===== config.mk =====
export PLATFORM = sky130hd
export DESIGN_NAME = jtag_tap_multi_dr
export DESIGN_NICKNAME = d
export VERILOG_FILES = /design/src/rtl/jtag_tap_multi_dr.sv
export SDC_FILE = /design/constraint.sdc
export NUM_CORES = 1
export LEC_CHECK = 0
export CORE_AREA = 2 2 67 69
export CTS_BUF_LIST = sky130_fd_sc_hd__clkbuf_8
export DETAILED_ROUTE_END_ITERATION = 8
export DIE_AREA = 0 0 69 71
export PLACE_DENSITY = 0.84
export SLEW_MARGIN = 20
export SYNTH_ARGS = -nofsm -noshare
export SYNTH_HDL_FRONTEND = slang
export SYNTH_SLANG_ARGS = --single-unit

===== constraint.sdc =====
create_clock -name clk -period 4.4 [get_ports clk]
set_input_delay 0.88 -clock clk [delete_from_list [all_inputs] [get_ports clk]]
set_output_delay 0.88 -clock clk [all_outputs]
set_load 0.02 [all_outputs]

===== src/rtl/jtag_tap_multi_dr.sv =====
// jtag_tap_multi_dr: clk-oversampled 1149.1 TAP with BYPASS and user DRs.
// Define JTAG_IDCODE_EN to add the 32-bit IDCODE register (code 1).
module jtag_tap_multi_dr #(
  parameter int          IR_WIDTH    = 4,
  parameter int          DR_WIDTH    = 8,
  parameter int          NUM_USER_DR = 2,
  parameter logic [31:0] IDCODE_VAL  = 32'h1000_0001
) (
  input  logic                            clk,
  input  logic                            rst,
  input  logic                            tck,
  input  logic                            tms,
  input  logic                            tdi,
  output logic                            tdo,
  output logic                            tdo_oe,
  input  logic [NUM_USER_DR*DR_WIDTH-1:0] user_dr_in,
  output logic [NUM_USER_DR*DR_WIDTH-1:0] user_dr_out,
  output logic [NUM_USER_DR-1:0]          user_update,
  output logic [3:0]                      tap_state,
  output logic [IR_WIDTH-1:0]             ir_out
);

  typedef enum logic [3:0] {
    TLR    = 4'hF,
    RTI    = 4'hC,
    SEL_DR = 4'h7,
    CAP_DR = 4'h6,
    SH_DR  = 4'h2,
    EX1_DR = 4'h1,
    PA_DR  = 4'h3,
    EX2_DR = 4'h0,
    UPD_DR = 4'h5,
    SEL_IR = 4'h4,
    CAP_IR = 4'hE,
    SH_IR  = 4'hA,
    EX1_IR = 4'h9,
    PA_IR  = 4'hB,
    EX2_IR = 4'h8,
    UPD_IR = 4'hD
  } tap_t;

`ifdef JTAG_IDCODE_EN
  localparam logic [IR_WIDTH-1:0] IR_RST = IR_WIDTH'(1);
`else
  localparam logic [IR_WIDTH-1:0] IR_RST = '1;
`endif

  tap_t state_q;
  tap_t state_d;

  logic [1:0] tck_sy;
  logic [1:0] tms_sy;
  logic [1:0] tdi_sy;
  logic       tck_d;
  logic       tck_rise;
  logic       tck_fall;
  logic       tms_s;
  logic       tdi_s;

  logic [IR_WIDTH-1:0] ir_sr;
  logic [DR_WIDTH-1:0] dr_sr;
  logic                byp;
  logic [31:0]         ir_ext;
  logic [31:0]         uidx;
  logic                user_hit;
  logic                dr_lsb;
`ifdef JTAG_IDCODE_EN
  logic [31:0]         id_sr;
  logic                id_sel;
`endif

  // two-flop synchronisers plus a delay flop for tck edge detection
  always_ff @(posedge clk or posedge rst) begin
    if (rst) begin
      tck_sy <= '0;
      tms_sy <= '0;
      tdi_sy <= '0;
      tck_d  <= 1'b0;
    end else begin
      tck_sy <= {tck_sy[0], tck};
      tms_sy <= {tms_sy[0], tms};
      tdi_sy <= {tdi_sy[0], tdi};
      tck_d  <= tck_sy[1];
    end
  end

  assign tck_rise = tck_sy[1] & ~tck_d;
  assign tck_fall = ~tck_sy[1] & tck_d;
  assign tms_s    = tms_sy[1];
  assign tdi_s    = tdi_sy[1];

  // TAP state register
  always_ff @(posedge clk or posedge rst) begin
    if (rst) state_q <= TLR;
    else     state_q <= state_d;
  end

  // 1149.1 next-state, advancing only on a tck rising edge
  always_comb begin
    state_d = state_q;
    if (tck_rise) begin
      case (state_q)
        TLR:     state_d = tms_s ? TLR    : RTI;
        RTI:     state_d = tms_s ? SEL_DR : RTI;
        SEL_DR:  state_d = tms_s ? SEL_IR : CAP_DR;
        CAP_DR:  state_d = tms_s ? EX1_DR : SH_DR;
        SH_DR:   state_d = tms_s ? EX1_DR : SH_DR;
        EX1_DR:  state_d = tms_s ? UPD_DR : PA_DR;
        PA_DR:   state_d = tms_s ? EX2_DR : PA_DR;
        EX2_DR:  state_d = tms_s ? UPD_DR : SH_DR;
        UPD_DR:  state_d = tms_s ? SEL_DR : RTI;
        SEL_IR:  state_d = tms_s ? TLR    : CAP_IR;
        CAP_IR:  state_d = tms_s ? EX1_IR : SH_IR;
        SH_IR:   state_d = tms_s ? EX1_IR : SH_IR;
        EX1_IR:  state_d = tms_s ? UPD_IR : PA_IR;
        PA_IR:   state_d = tms_s ? EX2_IR : PA_IR;
        EX2_IR:  state_d = tms_s ? UPD_IR : SH_IR;
        UPD_IR:  state_d = tms_s ? SEL_DR : RTI;
        default: state_d = TLR;
      endcase
    end
  end

  assign tap_state = state_q;

  // instruction decode; codes outside IDCODE/USERi fall back to BYPASS
  assign ir_ext   = 32'(ir_out);
  assign uidx     = ir_ext - 32'd2;
  assign user_hit = (ir_ext >= 32'd2) &&
                    (ir_ext < 32'(NUM_USER_DR + 2));
`ifdef JTAG_IDCODE_EN
  assign id_sel   = (ir_out == IR_WIDTH'(1));
`endif

  // serial output bit of the selected data register
  always_comb begin
    dr_lsb = byp;
    if (user_hit) dr_lsb = dr_sr[0];
`ifdef JTAG_IDCODE_EN
    if (id_sel) dr_lsb = id_sr[0];
`endif
  end

  // capture and shift of IR and DR shift registers on tck rise
  always_ff @(posedge clk or posedge rst) begin
    if (rst) begin
      ir_sr <= '0;
      dr_sr <= '0;
      byp   <= 1'b0;
`ifdef JTAG_IDCODE_EN
      id_sr <= '0;
`endif
    end else if (state_q == TLR) begin
      ir_sr <= '0;
      dr_sr <= '0;
      byp   <= 1'b0;
`ifdef JTAG_IDCODE_EN
      id_sr <= '0;
`endif
    end else if (tck_rise) begin
      case (state_q)
        CAP_IR: ir_sr <= IR_WIDTH'(1);
        SH_IR:  ir_sr <= {tdi_s, ir_sr[IR_WIDTH-1:1]};
        CAP_DR: begin
          if (user_hit)
            dr_sr <= user_dr_in[uidx*DR_WIDTH +: DR_WIDTH];
`ifdef JTAG_IDCODE_EN
          else if (id_sel)
            id_sr <= IDCODE_VAL;
`endif
          else
            byp <= 1'b0;
        end
        SH_DR: begin
          if (user_hit)
            dr_sr <= (dr_sr >> 1) |
                     (DR_WIDTH'(tdi_s) << (DR_WIDTH - 1));
`ifdef JTAG_IDCODE_EN
          else if (id_sel)
            id_sr <= {tdi_s, id_sr[31:1]};
`endif
          else
            byp <= tdi_s;
        end
        default: ;
      endcase
    end
  end

  // tck-fall side: tdo, tdo_oe, IR update, user DR update pulses
  always_ff @(posedge clk or posedge rst) begin
    if (rst) begin
      tdo         <= 1'b0;
      tdo_oe      <= 1'b0;
      ir_out      <= IR_RST;
      user_dr_out <= '0;
      user_update <= '0;
    end else begin
      user_update <= '0;
      if (state_q == TLR) ir_out <= IR_RST;
      if (tck_fall) begin
        tdo_oe <= (state_q == SH_DR) || (state_q == SH_IR);
        if (state_q == SH_IR)      tdo <= ir_sr[0];
        else if (state_q == SH_DR) tdo <= dr_lsb;
        if (state_q == UPD_IR) ir_out <= ir_sr;
        if (state_q == UPD_DR && user_hit) begin
          for (int i = 0; i < NUM_USER_DR; i++) begin
            if (uidx == 32'(i)) begin
              user_dr_out[i*DR_WIDTH +: DR_WIDTH] <= dr_sr;
              user_update[i] <= 1'b1;
            end
          end
        end
      end
    end
  end

endmodule


==> impl_metrics.ini <==
[min_path]
whs_endpoint = tck_sy[1]
hold_class = register to register
worst_hold_startpoint = tck_sy[0]
holdPathStages = 0

[layout]
fillCellCount = 345
nets = 262
drive_gt1_share_pct = 19.7
mostFrequentLayoutCells = 48 x clkdlybuf4s50_1, 40 x dfrtp_1, 24 x mux2_2
antenna_cells = 0
design_area_um2 = 2830
final_common_cell = clkdlybuf4s50_1
syn_to_final_growth_pct = 25.7
finalNonFillerCells = 291

[critical_path]
worstSetupPathType = register to register
r2r_cells = 7
crit_path_end_kind = register
required_ps = 4580
reg2reg_from = ir_out[1]
r2r_end = user_dr_out[1]
startpoint_type = register
arrival_ps = 2900
cp_max_fo = 9
crit_start = ir_out[1]
r2r_slack_ps = 1680

[timing]
fin_skew_ps = 5.61
fin_crit_ps = 2720
period_share_pct = 61.9
rsz0062_at_grt = no
final-hold-violation-count = 0
worstMarginPinSlew_ps = 874
finalMaxSlewViolations = 0
relSlewSlack_pct = 41.7
fin_tns_setup_ps = 0
setup_viol = 0
clock.fmax_mhz = 367

[global_route]
grt_max_degree = 49
antenna_found_initial = 0
grt_pass1_vias = 1485
grt_overflow_total = 0
grtUsageTotal_pct = 19.7
grt_first_pass_wirelength_mm = 7.59

[route]
drt-initial-drc-count = 105
via_count = 1642
via_per_inst = 5.64
ant_nets = 0
drtPass1Iterations = 6
routed_wl_mm = 4.70
drc_errors = 0
avgRoutedWirePerCell_um = 16.1

[logic_synthesis]
yosys_warnings = 0
syn_area_per_cell_um2 = 11.5
ys_types = 39
syn_area_um2 = 2250
syn_inst = 195
ys_ff_latch = 48
synth_flop_cell = dfrtp_1
seq_area_frac_synth_pct = 53.9
synth_async_sr_flop_share_pct = 100
syn_nets = 219
synth_edf_count = 0

[floorplanning]
fp.dieH_um = 71
core_um2 = 4200
start_util_pct = 53.5
die_area_um2 = 4900
die_x_um = 69
rows = 24
ioPinCount = 49

[clock_network]
cts_setup_buffers = 0
cts_tree = yes
h-tree-depth = 2
clk_latency_ps = 290
cts_resized = 0
clockBufferDepth = 2
path_clk_slew_ps = 80
cts_sinks = 48
numCtsBuffers = 5
cts_hold_buffers = 0
cts_root_buf = clkbuf_8

[placement]
dp_hpwl_mm = 3.31
placed_area_um2 = 2740
portBuffers = 48
place_inst = 283
gp_congestion = 0.835

[run_status]
status = finished, final reports clean

[job]
drv_cap = 0

[power]
vdd_ir_drop_max_mv = 0.278
p_per_area_nw_per_um2 = 482
power_mw = 1.36
leakage_nw = 1.24
## stage by stage
| step | hold slack, ps | setup slack [ps] | utilization [%] |
|---|---|---|---|
| 2_1_floorplan | 331 | 2160 | - |
| 3_3_place_gp | 332 | 1800 | 65.2 |
| 3_5_place_dp | 342 | 1670 | 65.2 |
| 4_1_cts | 362 | 1670 | 67.2 |
| 5_1_grt | 381 | 1500 | 67.2 |
| 6_report | 350 | 1680 | 67.2 |
## state kept, by name, indices dropped and copies added, names as in the netlist
name         count
byp              1
dr_sr            8
ir_out           4
ir_sr            4
tap_state        4
tck_d            1
tck_sy           2
tdi_sy           2
tdo              1
tdo_oe           1
tms_sy           2
user_dr_out     16
user_update      2
## worst max-delay path, stage by stage (launching register included)
cell	delay, ps
dfstp_2	570
inv_1	70
ha_1	190
ha_1	270
nand4_1	130
a2111oi_4	260
nor2b_1	680
mux2_2	420
## cells by family (layout without fill, tap and decap cells)
| group | count (synthesis) | in the layout | synth area share (%) |
|---|---|---|---|
| DFF | 48 | 48 | 53.9 |
| AOI/OAI and AO/OA | 50 | 50 | 15.3 |
| adders and majority gates | 3 | 3 | 1.67 |
| buffers and inverters | 19 | 63 | 3.40 |
| and+or+nand+nor | 47 | 47 | 11.9 |
| muxes | 28 | 28 | 13.9 |
## where the power goes
group	switching [mW]	internal, mW	leakage (nW)
logic	0.230	0.217	0.565
clock network	0.135	0.107	0.0505
registers	0.136	0.537	0.623
total	0.502	0.861	1.24
## how the worst max path moves through the flow
stage	endpoint	slack, ps	depth (start not counted)
after floorplan	user_dr_out[1]	2160	8
after global placement	user_dr_out[2]	1800	7
after detailed placement	user_dr_out[1]	1670	7
after CTS	user_dr_out[1]	1670	7
after global routing	user_dr_out[1]	1500	7
final	user_dr_out[1]	1680	7
## cells in the mapped netlist (3+ instances only)
cell type,count,area (um^2)
mux2_2,24,270
inv_1,7,26.3
dfrtp_1,40,1000
nor3_1,3,15.0
a21oi_1,22,110
nand3_1,5,25.0
dfstp_2,8,210
a22oi_1,7,52.6
nor2_1,8,30.0
a31oi_1,4,25.0
nand2_1,10,37.5
nor2b_1,3,18.8
o21ai_0,6,30.0
ha_1,3,37.5
clkbuf_1,9,33.8
mux2i_1,3,30.0
nand2b_1,5,31.3
## per-layer routing
metal | up-vias | track usage [%] | routed length (um)
met5 | - | 0 | 0
met4 | 0 | 7.19 | 112
met3 | 9 | 3.99 | 144
met2 | 35 | 31.3 | 2360
met1 | 808 | 27.2 | 2080
li1 | 790 | - | -
## final cells by class
cell class                      count  area, um^2  share of cell area [%]
Inverter                            7        27.5                   0.974
Clock buffer                        5        68.8                    2.44
Tap cell                           52        65.1                    2.30
Clock inverter                      3        12.5                   0.443
Timing Repair Buffer               48         480                    17.0
Multi-Input combinational cell    128         960                    34.0
Sequential cell                    48        1210                    42.9
(Power assumes the default switching activity.)
